File: config.mk
export PLATFORM = sky130hd
export DESIGN_NAME = nibble_serial_addsub
export DESIGN_NICKNAME = d
export VERILOG_FILES = /design/src/rtl/nibble_serial_addsub.sv
export SDC_FILE = /design/constraint.sdc
export NUM_CORES = 1
export LEC_CHECK = 0
export BUFFER_PORTS_ARGS = -buffer_cell sky130_fd_sc_hd__buf_2
export CORE_ASPECT_RATIO = 1.75
export CORE_MARGIN = 2
export CORE_UTILIZATION = 55
export CTS_BUF_LIST = sky130_fd_sc_hd__clkbuf_8
export CTS_CLUSTER_DIAMETER = 40
export DETAILED_ROUTE_END_ITERATION = 10
export GPL_ROUTABILITY_DRIVEN = 1
export GPL_TIMING_DRIVEN = 1
export PLACE_DENSITY = 0.91
export SLEW_MARGIN = 40
export SYNTH_ARGS = -nofsm -noshare
export SYNTH_HDL_FRONTEND = slang
export SYNTH_SLANG_ARGS = --single-unit
File: constraint.sdc
create_clock -name clk -period 4.2 [get_ports clk]
set_clock_uncertainty 0.05 [all_clocks]
set_input_delay 0.42 -clock clk [delete_from_list [all_inputs] [get_ports clk]]
set_output_delay 0.42 -clock clk [all_outputs]
set_load 0.005 [all_outputs]
File: src/rtl/nibble_serial_addsub.sv
// Serial add/subtract unit: one 4-bit carry-lookahead slice per clock,
// LSB nibble first, with unsigned carry/borrow and signed overflow flags.
module nibble_serial_addsub #(
   parameter int WIDTH = 16
) (
   input  logic             clk,
   input  logic             rst,
   input  logic             start,
   input  logic             mode,
   input  logic [WIDTH-1:0] a,
   input  logic [WIDTH-1:0] b,
   output logic             busy,
   output logic             done,
   output logic [WIDTH-1:0] result,
   output logic             carry,
   output logic             overflow
);

   localparam int NIB = WIDTH / 4;
   localparam int CW  = (NIB > 1) ? $clog2(NIB) : 1;
   localparam logic [CW-1:0] LAST = CW'(NIB - 1);

   typedef enum logic [1:0] {
      IDLE,
      RUN,
      DONE
   } state_t;

   state_t           state;
   logic [CW-1:0]    cnt;
   logic [WIDTH-1:0] op_a;
   logic [WIDTH-1:0] op_b;
   logic             cin;

   logic [WIDTH-1:0] a_sh;
   logic [WIDTH-1:0] b_sh;
   logic [3:0]       na;
   logic [3:0]       nb;
   logic [3:0]       g;
   logic [3:0]       p;
   logic [4:0]       c;
   logic [3:0]       sum;
   logic             last;

   // One nibble of carry-lookahead add, fed by the registered carry.
   always_comb begin
      a_sh = op_a >> {cnt, 2'b00};
      b_sh = op_b >> {cnt, 2'b00};
      na   = a_sh[3:0];
      nb   = b_sh[3:0];
      g    = na & nb;
      p    = na ^ nb;
      c[0] = cin;
      c[1] = g[0] | (p[0] & cin);
      c[2] = g[1] | (p[1] & g[0]) | (p[1] & p[0] & cin);
      c[3] = g[2] | (p[2] & g[1]) | (p[2] & p[1] & g[0])
           | (p[2] & p[1] & p[0] & cin);
      c[4] = g[3] | (p[3] & g[2]) | (p[3] & p[2] & g[1])
           | (p[3] & p[2] & p[1] & g[0])
           | (p[3] & p[2] & p[1] & p[0] & cin);
      sum  = p ^ c[3:0];
      last = (cnt == LAST);
   end

   // Control FSM; subtract is a + ~b + 1, so mode seeds the carry.
   always_ff @(posedge clk or posedge rst) begin
      if (rst) begin
         state    <= IDLE;
         cnt      <= '0;
         op_a     <= '0;
         op_b     <= '0;
         cin      <= 1'b0;
         busy     <= 1'b0;
         done     <= 1'b0;
         result   <= '0;
         carry    <= 1'b0;
         overflow <= 1'b0;
      end else begin
         unique case (state)
            IDLE: begin
               if (start) begin
                  op_a  <= a;
                  op_b  <= mode ? ~b : b;
                  cin   <= mode;
                  cnt   <= '0;
                  busy  <= 1'b1;
                  state <= RUN;
               end
            end
            RUN: begin
               result[{cnt, 2'b00} +: 4] <= sum;
               cin <= c[4];
               if (last) begin
                  carry    <= c[4];
                  overflow <= c[3] ^ c[4];
                  busy     <= 1'b0;
                  done     <= 1'b1;
                  state    <= DONE;
               end else begin
                  cnt <= cnt + CW'(1);
               end
            end
            DONE: begin
               done  <= 1'b0;
               state <= IDLE;
            end
            default: begin
               state <= IDLE;
            end
         endcase
      end
   end

endmodule

; ---- Yosys cells after proc, flatten, opt, wreduce, memory -nomap -nowiden
; Index checks and enable logic that the tools add are counted.
[word_totals]
inputBits = 36
wordCells = 78
reg_bits = 57
output_inout_bits = 20
[classes]
n_shift = 4
eq_ne = 6
n_addsub = 2
reduce_logical = 10
muxes = 15
bitwise_logic = 31
[ops]
columns = operator, n
row1 = right shift 16 x 4 -> 4 bit, 2
row2 = AND 1 bit, 16
row3 = bitwise mux 16 bit, 1
row4 = 2-to-1 mux 16 bit, 1
row5 = NOT 16 bit, 1
row6 = variable shift 4 x 6 -> 16 bit (first input constant), 1
row7 = variable part select 4 x 6 -> 16 bit, 1
row8 = bitwise OR 1 bit, 10
row9 = AND reduction 2 bit, 5
row10 = 2-to-1 mux 2 bit, 4
row11 = case mux 2 bit (2 select lines), 2
row12 = bitwise XOR 4 bit, 2
row13 = != test 2 bit (second input constant), 3
row14 = negation 4 -> 6 bit, 1
row15 = case mux 1 bit (2 select lines), 3
row16 = AND reduction 3 bit, 2
row17 = AND 4 bit, 1
row18 = equality test 2 bit (second input constant), 2
row19 = 2-to-1 mux 1 bit, 4
row20 = nonzero test 2 bit, 2
row21 = adder 2 x 1 -> 2 bit (second input constant), 1
row22 = equality test 2 x 1 -> 1 bit (second input constant), 1
row23 = logical NOT 2 bit, 1
row24 = bitwise XOR 1 bit, 1

; ---- Longest topological paths before layout
[logic_depth]
depth_word = 9
mapped_depth = 7
depth_no_buf = 6

; ---- Least setup slack after synthesis
; No wires, ideal clock.
[synth_path]
path_type = reg-to-reg
start = register cnt[0]
end = register result[15]
t_required_ns = 4.029
synth_period_minus_slack_ns = 2.548
arrival_ns = 2.377
slack_ns = 1.652
stages_incl_launch_ff = 8
path_cell_list = dfrtp_1 > buf_2 > mux4_2 > ha_1 > a211oi_1 > o21bai_1 > xor2_1 > a22o_1
[synth_between]
elab_chain_len = 9
elab_cells_between_ends = 24
cone_classes = add/sub (1) / shift (4) / mux (1) / bitwise (18)
[synth_rtl]
columns = element, line
row1 = "start, declared", 30  ; logic [CW-1:0] cnt;
row2 = "start signal, assigned", 100  ; cnt <= cnt + CW'(1);
row3 = "right shift 16 x 4 -> 4 bit, on equally long branches", "47, 48"
row4 = bitwise XOR 4 bit / AND 4 bit (equally long branches), "52, 51"
row5 = "AND 1 bit, on equally long branches", "56, 57"
row6 = "bitwise OR 1 bit, or another cell as far along", 56  ; c[3] = g[2] | (p[2] & g[1]) | (p[2] & p[1] & g[0])
row7 = bitwise OR 1 bit / AND 1 bit (equally long branches), "56, 57"
row8 = bitwise OR 1 bit, 57  ; | (p[2] & p[1] & p[0] & cin);
row9 = bitwise XOR 4 bit, 61  ; sum = p ^ c[3:0];
row10 = variable part select 4 x 6 -> 16 bit, 91  ; result[{cnt, 2'b00} +: 4] <= sum;
row11 = bitwise mux 16 bit (*), 91
row12 = "end signal, assigned by index", 91
row13 = "end, declared", 14  ; output logic [WIDTH-1:0] result,
; Every way passes the cells marked *; elsewhere a longest branch is shown, timed or not.
; A chain may end at the register's enable or synchronous reset.

; ---- Worst setup path in the final report
[layout_path]
start = register cnt[0]
end = register result[7]
; Same word-level chain as after synthesis.

==> impl_metrics.csv <==
group,metric,value,unit
cts,cts.sink_count,57,
floorplanning,core,4890,sq um
cts,cts_buffers,9,
pwr,leakagePower,1.49,nW
cts,cts_max_path_buffers,2,
timing,period_share,70.0,%
grt,use_met2,38.6,%
worst_setup_path,cp.required,4.38,ns
floorplanning,num_rows,34,
grt,grt_usage,22.3,%
pwr,powerDensity,875,nW/um^2
drt,wire_per_inst,15.9,um
synth,yosysWarnings,0,
placed_design,placed_area,3040,sq um
worst_setup_path,r2r-start,"cnt[0]",
cts,clk_pin_slew_worst_paths,0.06,ns
pwr,p_int,1.65,mW
pwr,pwr-share-seq,35.2,%
floorplanning,die_h,97.4,um
timing,hold_slack,0.132,ns
synth,ys_seq_elements,57,
synth,ys_types,32,
cts,clock-root-buffer,"clkbuf_8",
timing,finalSetupViolations,0,
timing,rsz0062_at_grt,"no",
synth,synthTopCellsByArea,"dfrtp_1, mux2_2, mux4_2, xnor2_1, ha_1",
grt,met1_usage,22.4,%
min_path,hold_class,"primary input to async pin",
finish,layout_common_cells,"dfrtp_1, buf_2, nor2_1",
cts,cts_tree,"built",
drt,antenna_left,0,
drt,drt_iter0_drc,54,
floorplanning,start_util,56.0,%
finish,nFillCells,359,
grt,grt_first_pass_wirelength,9230,um
job,maxCapViolCount,0,
timing,fmax,0.340,GHz
finish,layout_commonest_cell,"dfrtp_1",
timing,tightest_slew,0.665,ns
pwr,p_sw,1.16,mW
finish,finalInstanceArea,3220,sq um
pwr,peakVddDrop,0.510,mV
worst_setup_path,arrival,3.12,ns
synth,synth_area_per_cell,12.5,sq um
floorplanning,die_area,5580,sq um
floorplanning,num_io_pins,56,
worst_setup_path,criticalPathCategory,"flip-flop to flip-flop",
finish,multi_input_area,1230,sq um
grt,grt_pass1_vias,2002,
synth,syn_nets,267,
timing,slew_violations,0,
status,outcome,"complete, no violations",
grt,globalRouteMet3Util,6.92,%
finish,register_area,1430,sq um
worst_setup_path,worst-r2r-setup-slack,1.26,ns
pwr,finalPower,2.82,mW
finish,fin_nets,323,
synth,synth.cell_area,2740,sq um
synth,synth_top_cell_area_share,52.1,%
drt,via_per_inst,5.55,
grt,antenna_found_initial,0,
synth,ys_seq_area_share,52.1,%
pwr,swShare,41.3,%
pwr,pwr-share-comb,48.9,%
worst_setup_path,rr_endpoint,"result[7]",
drt,wl,5340,um
cts,post-cts-setup-buffers,0,
grt,top_usage_layer,"met2",
drt,vias,1858,
timing,finalHoldViolCount,0,
finish,drive_gt1_share,35.9,%
timing,setup_slack,1.26,ns
synth,netlist_instances,220,
finish,insertedDiodeCount,0,
grt,grt_max_degree,58,
worst_setup_path,path_max_fanout,14,
drt,drc,0,
finish,fin_util,65.8,%
drt,first_pass_iters,4,
placed_design,placed_cells,319,
placed_design,gp_congestion,0.854,
pwr,clockPowerShare,15.9,%
cts,clk_latency,0.34,ns
timing,relSlewSlack,55.7,%
worst_setup_path,end_kind,"flip-flop",
placed_design,dp_slack,1.27,ns
finish,instances_no_fill,335,
floorplanning,die_w,57.4,um
placed_design,io_buffers,55,
timing,finalCriticalPeriod,2.94,ns
grt,grt.overflow.total,0,
timing,fin_setup_tns,0,ns
cts,cts_hold_buf,0,
finish,syn_to_final_growth,17.4,%
placed_design,dpl.hpwl,4050,um
cts,htreeDepth,3,
cts,cts_resized,0,
synth,yosysTopAreaCell,"dfrtp_1",
worst_setup_path,reg2reg_depth,6,
worst_setup_path,startpoint_type,"flip-flop",
[flip-flops by register name, summed over array words and instances, names as in the netlist, 2 cells and up]
| name | flops |
|---|---|
| op_b | 16 |
| state | 2 |
| result | 16 |
| cnt | 2 |
| op_a | 16 |
[how the worst max path moves through the flow]
stage	start	cells past startpoint	end	slack, ns
after floorplan	cnt[0]	7	result[15]	1.65
after global placement	cnt[0]	6	result[7]	1.43
after detailed placement	cnt[0]	6	result[7]	1.27
after CTS	cnt[0]	6	result[7]	1.24
after global routing	cnt[0]	6	result[3]	1.06
final	cnt[0]	6	result[7]	1.26
[area by class of cell]
| class | count | share of cell area, % |
|---|---|---|
| clock buffers | 11 | 4.70 |
| clock inverters | 5 | 0.700 |
| inverters | 7 | 0.894 |
| multi-input cells | 145 | 38.3 |
| flip-flops and latches | 57 | 44.3 |
| well taps | 54 | 2.10 |
| repair buffers | 56 | 9.02 |
[critical path, stage by stage, from the launching register on]
cell,delay [ns]
dfrtp_1,0.76
mux4_2,0.63
ha_1,0.34
a211oi_1,0.37
o21bai_1,0.22
xor2_1,0.22
a22o_1,0.24
[cell usage after synthesis, drive strengths merged]
master / n
a211oi: 2
a21o: 1
a21oi: 22
a22o: 14
and2: 1
buf: 9
clkbuf: 2
dfrtp: 57
fa: 1
ha: 10
inv: 7
mux2: 16
mux2i: 1
mux4: 8
nand2: 10
nand2b: 1
nand3: 1
nor2: 26
nor2b: 1
nor4: 2
nor4b: 1
o21ai: 3
o21bai: 1
o22ai: 2
o31ai: 1
o32ai: 1
o41ai: 1
xnor2: 17
xor2: 1
[cells by family (layout without fill, tap and decap cells)]
| family | Yosys count | in the layout | share of synthesized area, % |
|---|---|---|---|
| buffers and inverters | 18 | 79 | 3.29 |
| and+or+nand+nor | 43 | 43 | 8.58 |
| xor gates and xnor gates | 18 | 18 | 5.75 |
| DFF | 57 | 57 | 52.1 |
| muxes | 25 | 25 | 13.5 |
| AOI/OAI and AO/OA | 48 | 48 | 11.5 |
| adders and majority gates | 11 | 11 | 5.30 |
[per-layer routing]
layer	share of wire [%]	routed length, um	up-vias
li1	-	-	892
met1	35	1900	884
met2	56	3000	59
met3	3.9	209	23
met4	4.5	240	0
met5	0	0	-
[power groups by stage]
stage | combinational (mW) | clock, mW | sequential [mW]
6_report | 1.38 | 0.447 | 0.991
5_1_grt | 1.51 | 0.478 | 1.02
4_1_cts | 1.38 | 0.450 | 0.992
3_5_place_dp | 1.36 | 0 | 1.00
3_3_place_gp | 1.28 | 0 | 0.984
2_1_floorplan | 1.08 | 0 | 0.913
Note: power is estimated with default switching activity, not from simulation.
